<file path="config.mk">
export PLATFORM = sky130hd
export DESIGN_NAME = seq_adder_flat
export DESIGN_NICKNAME = d
export VERILOG_FILES = /design/src/rtl/seq_adder_if.sv /design/src/rtl/seq_adder.sv /design/src/flat_wrapper.sv
export SDC_FILE = /design/constraint.sdc
export NUM_CORES = 1
export LEC_CHECK = 0
export ABC_AREA = 1
export CAP_MARGIN = 20
export CORE_MARGIN = 2
export CORE_UTILIZATION = 25
export CTS_CLUSTER_DIAMETER = 120
export CTS_CLUSTER_SIZE = 14
export DETAILED_ROUTE_END_ITERATION = 8
export PLACE_DENSITY = 0.47
export SLEW_MARGIN = 20
export SYNTH_ARGS = -nofsm -noshare
export SYNTH_HDL_FRONTEND = slang
export SYNTH_SLANG_ARGS = --single-unit
</file>
<file path="constraint.sdc">
create_clock -name clk -period 2.2 [get_ports clk]
set_input_delay 0.22 -clock clk [delete_from_list [all_inputs] [get_ports clk]]
set_output_delay 0.22 -clock clk [all_outputs]
set_load 0.02 [all_outputs]
</file>
<file path="src/rtl/seq_adder_if.sv">
`default_nettype none
// seq_adder_if: start/ready/done handshake and operand/result bundle for seq_adder.
// Rev 1.0
interface seq_adder_if #(
  parameter int WIDTH = 16
);
  logic             start;
  logic             ready;
  logic [WIDTH-1:0] a;
  logic [WIDTH-1:0] b;
  logic             cin;
  logic             sub;
  logic [WIDTH-1:0] s;
  logic             cout;
  logic             ovf;
  logic             done;

  modport master (
    output start, a, b, cin, sub,
    input  ready, s, cout, ovf, done
  );

  modport slave (
    input  start, a, b, cin, sub,
    output ready, s, cout, ovf, done
  );
endinterface
`default_nettype wire

</file>
<file path="src/rtl/seq_adder.sv">
`default_nettype none
// seq_adder: digit-serial add/subtract, DIGIT bits per clock, LSB digit first.
// Rev 1.0
module seq_adder #(
  parameter int WIDTH = 16,
  parameter int DIGIT = 4
) (
  input  logic        clk,
  input  logic        rst_n,
  seq_adder_if.slave  bus
);

  localparam int N  = WIDTH / DIGIT;
  localparam int CW = (N > 1) ? $clog2(N) : 1;
  localparam logic [CW-1:0] LAST = CW'(N - 1);

  generate
    if (WIDTH % DIGIT != 0) begin : g_param_check
      $error("seq_adder: WIDTH must be a multiple of DIGIT");
    end
  endgenerate

  typedef enum logic [1:0] {
    IDLE = 2'd0,
    RUN  = 2'd1,
    DONE = 2'd2
  } state_t;

  state_t           state;
  state_t           state_next;
  logic             ready;
  logic             done;
  logic             accept;
  logic             last;
  logic [WIDTH-1:0] op_a;
  logic [WIDTH-1:0] op_b;
  logic [WIDTH-1:0] acc_next;
  logic [WIDTH-1:0] sum_q;
  logic [CW-1:0]    cnt;
  logic             carry;
  logic             cout_q;
  logic             ovf_q;
  logic [DIGIT-1:0] dsum;
  logic [DIGIT:0]   c;

  assign accept = bus.start & ready;
  assign last   = (cnt == LAST);

  // Operands shift right each RUN cycle, so the active digit is always the low DIGIT bits.
  assign c[0] = carry;
  generate
    for (genvar i = 0; i < DIGIT; i++) begin : g_fa
      assign dsum[i]  = op_a[i] ^ op_b[i] ^ c[i];
      assign c[i + 1] = (op_a[i] & op_b[i]) | (op_b[i] & c[i]) | (c[i] & op_a[i]);
    end
  endgenerate

  // Completed digits enter at the top of the accumulator and drift down one digit per cycle.
  generate
    if (DIGIT < WIDTH) begin : g_acc_shift
      logic [WIDTH-1:0] acc;
      assign acc_next = {dsum, acc[WIDTH-1:DIGIT]};
      always_ff @(posedge clk) begin
        if (!rst_n) begin
          acc <= '0;
        end else if (state == RUN) begin
          acc <= acc_next;
        end
      end
    end else begin : g_acc_full
      assign acc_next = dsum;
    end
  endgenerate

  always_ff @(posedge clk) begin
    if (!rst_n) begin
      state <= IDLE;
    end else begin
      state <= state_next;
    end
  end

  always_comb begin
    state_next = state;
    ready      = 1'b0;
    done       = 1'b0;
    case (state)
      IDLE: begin
        ready = 1'b1;
        if (bus.start) begin
          state_next = RUN;
        end
      end
      RUN: begin
        if (last) begin
          state_next = DONE;
        end
      end
      DONE: begin
        done       = 1'b1;
        state_next = IDLE;
      end
      default: state_next = IDLE;
    endcase
  end

  always_ff @(posedge clk) begin
    if (!rst_n) begin
      op_a   <= '0;
      op_b   <= '0;
      carry  <= 1'b0;
      cnt    <= '0;
      sum_q  <= '0;
      cout_q <= 1'b0;
      ovf_q  <= 1'b0;
    end else if (accept) begin
      op_a  <= bus.a;
      op_b  <= bus.b ^ {WIDTH{bus.sub}};
      carry <= bus.cin ^ bus.sub;
      cnt   <= '0;
    end else if (state == RUN) begin
      op_a  <= op_a >> DIGIT;
      op_b  <= op_b >> DIGIT;
      carry <= c[DIGIT];
      if (last) begin
        sum_q  <= acc_next;
        cout_q <= c[DIGIT];
        ovf_q  <= c[DIGIT] ^ c[DIGIT-1];
      end else begin
        cnt <= cnt + CW'(1);
      end
    end
  end

  assign bus.ready = ready;
  assign bus.done  = done;
  assign bus.s     = sum_q;
  assign bus.cout  = cout_q;
  assign bus.ovf   = ovf_q;

endmodule
`default_nettype wire

</file>
<file path="src/flat_wrapper.sv">
// flat-port wrapper written by rule: the top's interface ports become plain ports
module seq_adder_flat 
#(
  parameter int WIDTH = 16,
  parameter int DIGIT = 4
)
  (clk, rst_n, bus_start, bus_a, bus_b, bus_cin, bus_sub, bus_ready, bus_s, bus_cout, bus_ovf, bus_done);
  seq_adder_if #(.WIDTH(WIDTH)) bus_i ();
  input  logic clk;
  input  logic rst_n;
  input wire logic [$bits(bus_i.start)-1:0] bus_start;
  input wire logic [$bits(bus_i.a)-1:0] bus_a;
  input wire logic [$bits(bus_i.b)-1:0] bus_b;
  input wire logic [$bits(bus_i.cin)-1:0] bus_cin;
  input wire logic [$bits(bus_i.sub)-1:0] bus_sub;
  output wire logic [$bits(bus_i.ready)-1:0] bus_ready;
  output wire logic [$bits(bus_i.s)-1:0] bus_s;
  output wire logic [$bits(bus_i.cout)-1:0] bus_cout;
  output wire logic [$bits(bus_i.ovf)-1:0] bus_ovf;
  output wire logic [$bits(bus_i.done)-1:0] bus_done;
  assign bus_i.start = bus_start;
  assign bus_i.a = bus_a;
  assign bus_i.b = bus_b;
  assign bus_i.cin = bus_cin;
  assign bus_i.sub = bus_sub;
  assign bus_ready = bus_i.ready;
  assign bus_s = bus_i.s;
  assign bus_cout = bus_i.cout;
  assign bus_ovf = bus_i.ovf;
  assign bus_done = bus_i.done;
  seq_adder #(.WIDTH(WIDTH), .DIGIT(DIGIT)) u_core (.clk(clk), .rst_n(rst_n), .bus(bus_i));
endmodule
</file>
==> run summary, run 1 <==
Outcome: finished clean
Die area: 12840 um2
Post-route ant nets: 0
Post-synth EDFFs: 0
NetSw: 751.7 uW
Int Power: 2307 uW
Worst-skew pair later-pin latency: 0.32 ns
Clk pwr share: 44.8%
Fraction of registers with async set/reset: 0%
Synth Instances: 431
Final slew viol count: 0
Post-layout net count: 531
Finished Layout Cells: 636
Placed Cells incl. Taps: 620
Hpwl dp: 5107 um
CP max stage cell: fa_2
Final hold vios: 0
ANT cells: 0
Commonest non-fill, non-tap cell in the layout: nand2_1
Setup violations, final: 0
Worst Hold Class: in -> reg
Overflow after GRT: 0
Total GRT Usage: 12.08%
Prevailing post-synth register cell: dfxtp_1
Number of global-route vias before repair: 2620
Leak pwr: 0.001820 uW
Die Ht: 113.3 um
Reg clk slew, reported paths: 0.06 ns
Core ar.: 11560 um2
Iteration-0 DRC Markers: 138
Initial core utilization: 25.84%
Crit path cell chain: inv_1, fa_2, inv_2, fa_2, fa_2, inv_2, fa_2, o21ai_1
Critical path required time: 2.46 ns
Post-synthesis net count: 473
CTS Buf Count: 9
Relative slew slack: 66.99%
Vias: 2720
WL final: 7399 um
H-tree depth: 3
Final Power: 3059 uW
Die extent in x: 113.3 um
CP Capture Type: flop
Sequential fraction of design power: 43.0%
Initial antenna violation count: 0
Mapped cell area: 2988 um2
DP Area: 3722 um2
Sw Share: 24.58%
Worst Path Buf+Inv: 3
Crit path time final: 2.058 ns
Final Skew: 0.006282 ns
First-pass GRT wire length: 12320 um
Crit Path Max Fanout: 2
Fillcell total: 1256
Layout Area Growth over Synthesis: 34.76%
Drt drc: 0
Crit path largest cell delay: 0.43 ns
Routed length per instance: 11.63 um
VDD IR max: 335.9 uV
Cts hold-fix bufs: 0
TritonCTS clock tree: yes
WHS: 0.4547 ns
Synth unique cells: 19
Worst setup SP type: flop
Flip-flop and latch count after synthesis: 67
Row cnt: 39
Largest net degree at the start of global routing: 34
DRT Pass-1 Iters: 4
Final period util: 93.57%
Fmax: 485.8 MHz
Synthesized area per cell: 6.932 um2
Register area share after synthesis: 44.89%
Synth warn: 0
Cell mode on critical path: fa_2
CP arrival: 2.32 ns
PwrDens: 759.7 nW/um2
Proportion of layout cells with a drive suffix above 1: 8.519%
Worst-Margin Slew: 0.4945 ns
I/O pins: 57
RePlAce Congestion: 0.7335
IO Port Bufs: 56
CP Class: reg -> reg
CTS Root Cell: clkbuf_16
Largest delay share family, worst path: adder cells
Max clock buf depth: 2
Via density per instance: 4.277
Logic pwr share: 12.1%
Finished layout cell area: 4026 um2
Clock sink total: 67
Most frequent cells in the layout: nand2_1, dfxtp_1, clkdlybuf4s50_1, inv_1, nor2_1
Max Cap Violations: 0
## metrics by stage
| step | utilization (%) | setup TNS [ns] | setup slack [ns] |
|---|---|---|---|
| finish | 34.82 | 0 | 0.1415 |
| global route | 34.82 | -0.002534 | -0.002534 |
| CTS | 34.67 | 0 | 0.002545 |
| detailed placement | 32.19 | -0.07109 | -0.04002 |
| global placement | 32.19 | -0.003141 | -0.003141 |
| floorplan | - | 0 | 0.04829 |
## kinds of logic after synthesis
family / Yosys count / share of synthesized area [%]
adder cells (fa/ha/maj): 5 / 3.099
buffers and inverters: 68 / 9.213
flip-flops: 67 / 44.89
XOR/XNOR: 5 / 1.466
AND/OR/NAND/NOR: 225 / 30.61
AO/OA/AOI/OAI: 61 / 10.72
## area by class of cell
cell class,instances,area [um2],share of cell area [%]
multi-input cells,296,1385,34.40
clock inverters,6,57.56,1.429
inverters,44,165.2,4.102
flip-flops and latches,67,1341,33.31
repair buffers,71,673.1,16.72
clock buffers,9,225.2,5.594
well taps,143,178.9,4.444
## final timing paths
kind                       to           start  slack [ns]  cells after the start
max          u_core.bus.s[15]    u_core.carry        0.14                      8
min reg2reg    u_core.op_a[8]  u_core.op_a[8]        0.46                      2
min           u_core.op_a[15]       bus_a[15]        0.45                      3
max reg2reg  u_core.bus.s[15]    u_core.carry        0.14                      8
## worst register-to-register path: stages, from the launching register on
cell	delay (ns)
dfxtp_1	0.31
inv_1	0.08
fa_2	0.20
inv_2	0.04
fa_2	0.38
fa_2	0.36
inv_2	0.07
fa_2	0.43
o21ai_1	0.13
## repair_timing
item	CTS	global route
setup endpoints to repair	4	4
gates cloned	0	0
buffers inserted	0	1
resized for setup	3	5
endpoints found under the hold margin	0	0
pin swaps	0	2
## sequential cells by signal, summed over array words and instances (netlist names)
signal / count
u_core.bus.ovf: 1
u_core.bus.cout: 1
u_core.carry: 1
u_core.bus.s: 16
u_core.state: 2
u_core.op_a: 16
u_core.op_b: 16
u_core.g_acc_shift.acc: 12
u_core.cnt: 2
## power by group through the flow
stage / Combinational [uW] / Sequential [uW] / Clock [uW]
after floorplan: 228 / 1330 / 0
after global placement: 365 / 1340 / 0
after detailed placement: 370 / 1340 / 0
after CTS: 372 / 1320 / 1410
after global routing: 423 / 1320 / 1470
final: 371 / 1320 / 1370
## cells in the mapped netlist (2+ instances only)
| cell | n | area, um2 |
|---|---|---|
| fa_1 | 4 | 80.08 |
| inv_1 | 42 | 157.7 |
| nand3b_1 | 8 | 60.06 |
| nor2_1 | 35 | 131.4 |
| buf_2 | 16 | 80.08 |
| nand2_1 | 156 | 585.6 |
| clkbuf_1 | 8 | 30.03 |
| o21ai_0 | 27 | 135.1 |
| a211oi_1 | 2 | 15.01 |
| dfxtp_1 | 67 | 1341 |
| inv_2 | 2 | 7.510 |
| a31oi_1 | 5 | 31.28 |
| a21oi_1 | 26 | 130.1 |
| xor2_1 | 5 | 43.79 |
| nand3_1 | 24 | 120.1 |
## layer usage
| layer | up-vias | part of all wire [%] | GRT usage, % |
|---|---|---|---|
| met3 | 10 | 4.6 | 3.803 |
| met2 | 61 | 45 | 19.96 |
| met1 | 1195 | 49 | 15.19 |
| met4 | 0 | 1.5 | 3.415 |
| li1 | 1454 | - | - |
| met5 | - | 0 | 0 |
Note: power is estimated with default switching activity, not from simulation.
==> run 2: changes to the inputs <==
CTS_CLUSTER_DIAMETER = unset   (was 120)
GPL_TIMING_DRIVEN = 0   (was unset)
==> run 2 against run 1 <==
Setup slack got worse by 0.052 ns. Sequential power barely moved. Clock skew barely moved. Design area rose by 0.19%. Routed wire length rose by 4.3%. Register-to-register slack got worse by 0.04 ns. Worst hold slack got worse by 0.16 ns. Global-route usage rose by 0.82 points. Power rose by 1.1%. Combinational power barely moved. Critical endpoint is now bus_ready.
==> run summary, run 2 (synthesized netlist as in run 1, its figures left out) <==
Final slew viol count: 0 (unchanged)
Hold Path Origin: bus_start
CP arrival: 1.89 ns (-0.43 ns)
Row cnt: 39 (unchanged)
Proportion of layout cells with a drive suffix above 1: 9.562% (+1.0 points)
Max clock buf depth: 2 (unchanged)
Reg clk slew, reported paths: 0.05 ns (about the same)
Largest net degree at the start of global routing: 11 (-68%)
Largest delay share family, worst path: buffers and inverters
Worst-skew pair later-pin latency: 0.33 ns (about the same)
Final hold vios: 0 (unchanged)
Clock sink total: 67 (unchanged)
Finished Layout Cells: 645 (+1.4%)
Vias: 2791 (+2.6%)
WL final: 7717 um (+4.3%)
TritonCTS clock tree: yes
Die extent in x: 113.3 um (unchanged)
Hpwl dp: 5575 um (+9.2%)
Post-layout net count: 540 (+1.7%)
Number of global-route vias before repair: 2649 (+1.1%)
Worst setup SP type: flop
Setup violations, final: 0 (unchanged)
Worst reg-to-reg setup slack: 0.10 ns (-0.04 ns)
Critical path required time: 1.98 ns (-0.48 ns)
Crit Path Max Fanout: 10 (+8)
CTS Buf Count: 9 (unchanged)
Placed Cells incl. Taps: 628 (+1.3%)
Crit path cell chain: nor2_1, buf_2, clkdlybuf4s50_1
Initial antenna violation count: 0 (unchanged)
Die Ht: 113.3 um (unchanged)
CP Capture Type: output port
Cts hold-fix bufs: 0 (unchanged)
CTS Root Cell: clkbuf_16
PwrDens: 766.6 nW/um2 (+0.91%)
I/O pins: 57 (unchanged)
Final period util: 95.93% (+2.4 points)
Final Skew: 0.005985 ns (-0.0002963 ns)
Reg2Reg Depth: 8 (unchanged)
Overflow after GRT: 0 (unchanged)
Hold Path Depth: 4 (+1)
CP Class: reg -> out
H-tree depth: 3 (unchanged)
Post-route ant nets: 0 (unchanged)
Leak pwr: 0.001833 uW (+0.69%)
R2R Path End: u_core.bus.s[15]
Layout Utilization: 34.88% (+0.065 points)
Worst-Margin Slew: 0.5182 ns (+0.02371 ns)
Crit path time final: 2.110 ns (+0.05198 ns)
IO Port Bufs: 54 (-3.6%)
Worst Path Buf+Inv: 2 (-1)
Via density per instance: 4.327 (+1.2%)
DRT Pass-1 Iters: 4 (unchanged)
Core ar.: 11560 um2 (unchanged)
Outcome: finished clean
ANT cells: 0 (unchanged)
Worst Hold Class: in -> reg
VDD IR max: 262.1 uV (-22%)
CP max stage cell: clkdlybuf4s50_1
Drt drc: 0 (unchanged)
Fmax: 473.8 MHz (-2.5%)
Relative slew slack: 65.45% (-1.5 points)
First-pass GRT wire length: 13040 um (+5.8%)
Commonest non-fill, non-tap cell in the layout: nand2_1
Most frequent cells in the layout: nand2_1, dfxtp_1, clkdlybuf4s50_1, inv_1, nor2_1
Initial core utilization: 25.84% (unchanged)
Worst Hold End: u_core.op_a[5]
Layout Area Growth over Synthesis: 35.01%
Crit path largest cell delay: 0.64 ns (+0.21 ns)
Total GRT Usage: 12.89% (+0.82 points)
Max Cap Violations: 0 (unchanged)
R2R Path Start: u_core.op_a[0]
Die area: 12840 um2 (unchanged)
RePlAce Congestion: 0.7478 (+1.9%)
Final Power: 3092 uW (+1.1%)
Routed length per instance: 11.96 um (+2.8%)
Iteration-0 DRC Markers: 95 (-31%)
## run 2: worst max-delay path by stage
| stage | startpoint | end | slack, ns | depth (start not counted) |
|---|---|---|---|---|
| 3_5_place_dp | u_core.carry | u_core.carry | -0.15 | 12 |
| 5_1_grt | u_core.carry | u_core.carry | -0.002 | 12 |
| 3_3_place_gp | u_core.op_a[0] | u_core.carry | -0.12 | 12 |
| 4_1_cts | u_core.carry | u_core.carry | 0.02 | 12 |
| 2_1_floorplan | u_core.carry | u_core.bus.s[15] | 0.05 | 8 |
| 6_report | u_core.state[0] | bus_ready | 0.09 | 3 |
## run 2: final cells by class
type                    instances  area (um2)
clock inverters                 1       5.005
well taps                     143       178.9
repair buffers                 56       555.5
multi-input cells             296        1381
fillers                      1254        7531
clock buffers                  14       294.0
flip-flops and latches         67        1344
plain buffers                  24       110.1
inverters                      44       165.2
## run 2: report_power, final
part	switching [uW]	leakage, uW	internal [uW]
logic	211	0.00113	161
clock network	495	0.000151	908
registers	36.7	0.000548	1280
total	743	0.00183	2350
## run 2: metrics by stage
| step | setup WS [ns] | hold slack [ns] | cell area [um2] | setup TNS (ns) |
|---|---|---|---|---|
| detailed placement | -0.1539 | 0.4558 | 3707 | -0.4212 |
| floorplan | 0.04829 | 0.3584 | 2988 | 0 |
| global placement | -0.1233 | 0.4514 | 3707 | -0.3117 |
| global route | -0.001782 | 0.3324 | 4034 | -0.001782 |
| CTS | 0.01949 | 0.2917 | 4014 | 0 |
| finish | 0.08953 | 0.2970 | 4034 | 0 |
## run 2: repair_timing
| item | 4_1_cts | 5_1_grt |
|---|---|---|
| endpoints found under the setup margin | 4 | 1 |
| resized for setup | 4 | 6 |
| pin swaps | 2 | 3 |
| setup buffers | 0 | 2 |
## run 2: tightest hold or removal path, stage by stage
cell	delay [ns]
buf_2	0.15
nand3b_1	0.09
nand2_1	0.07
a21oi_1	0.05
## run 2: layer usage
metal,track usage [%],vias to the layer above,part of all wire [%]
met1,16.75,1227,49
met3,3.053,13,5.1
met5,0,-,0
met2,20.68,75,44
li1,-,1476,-
met4,5.122,0,1.9
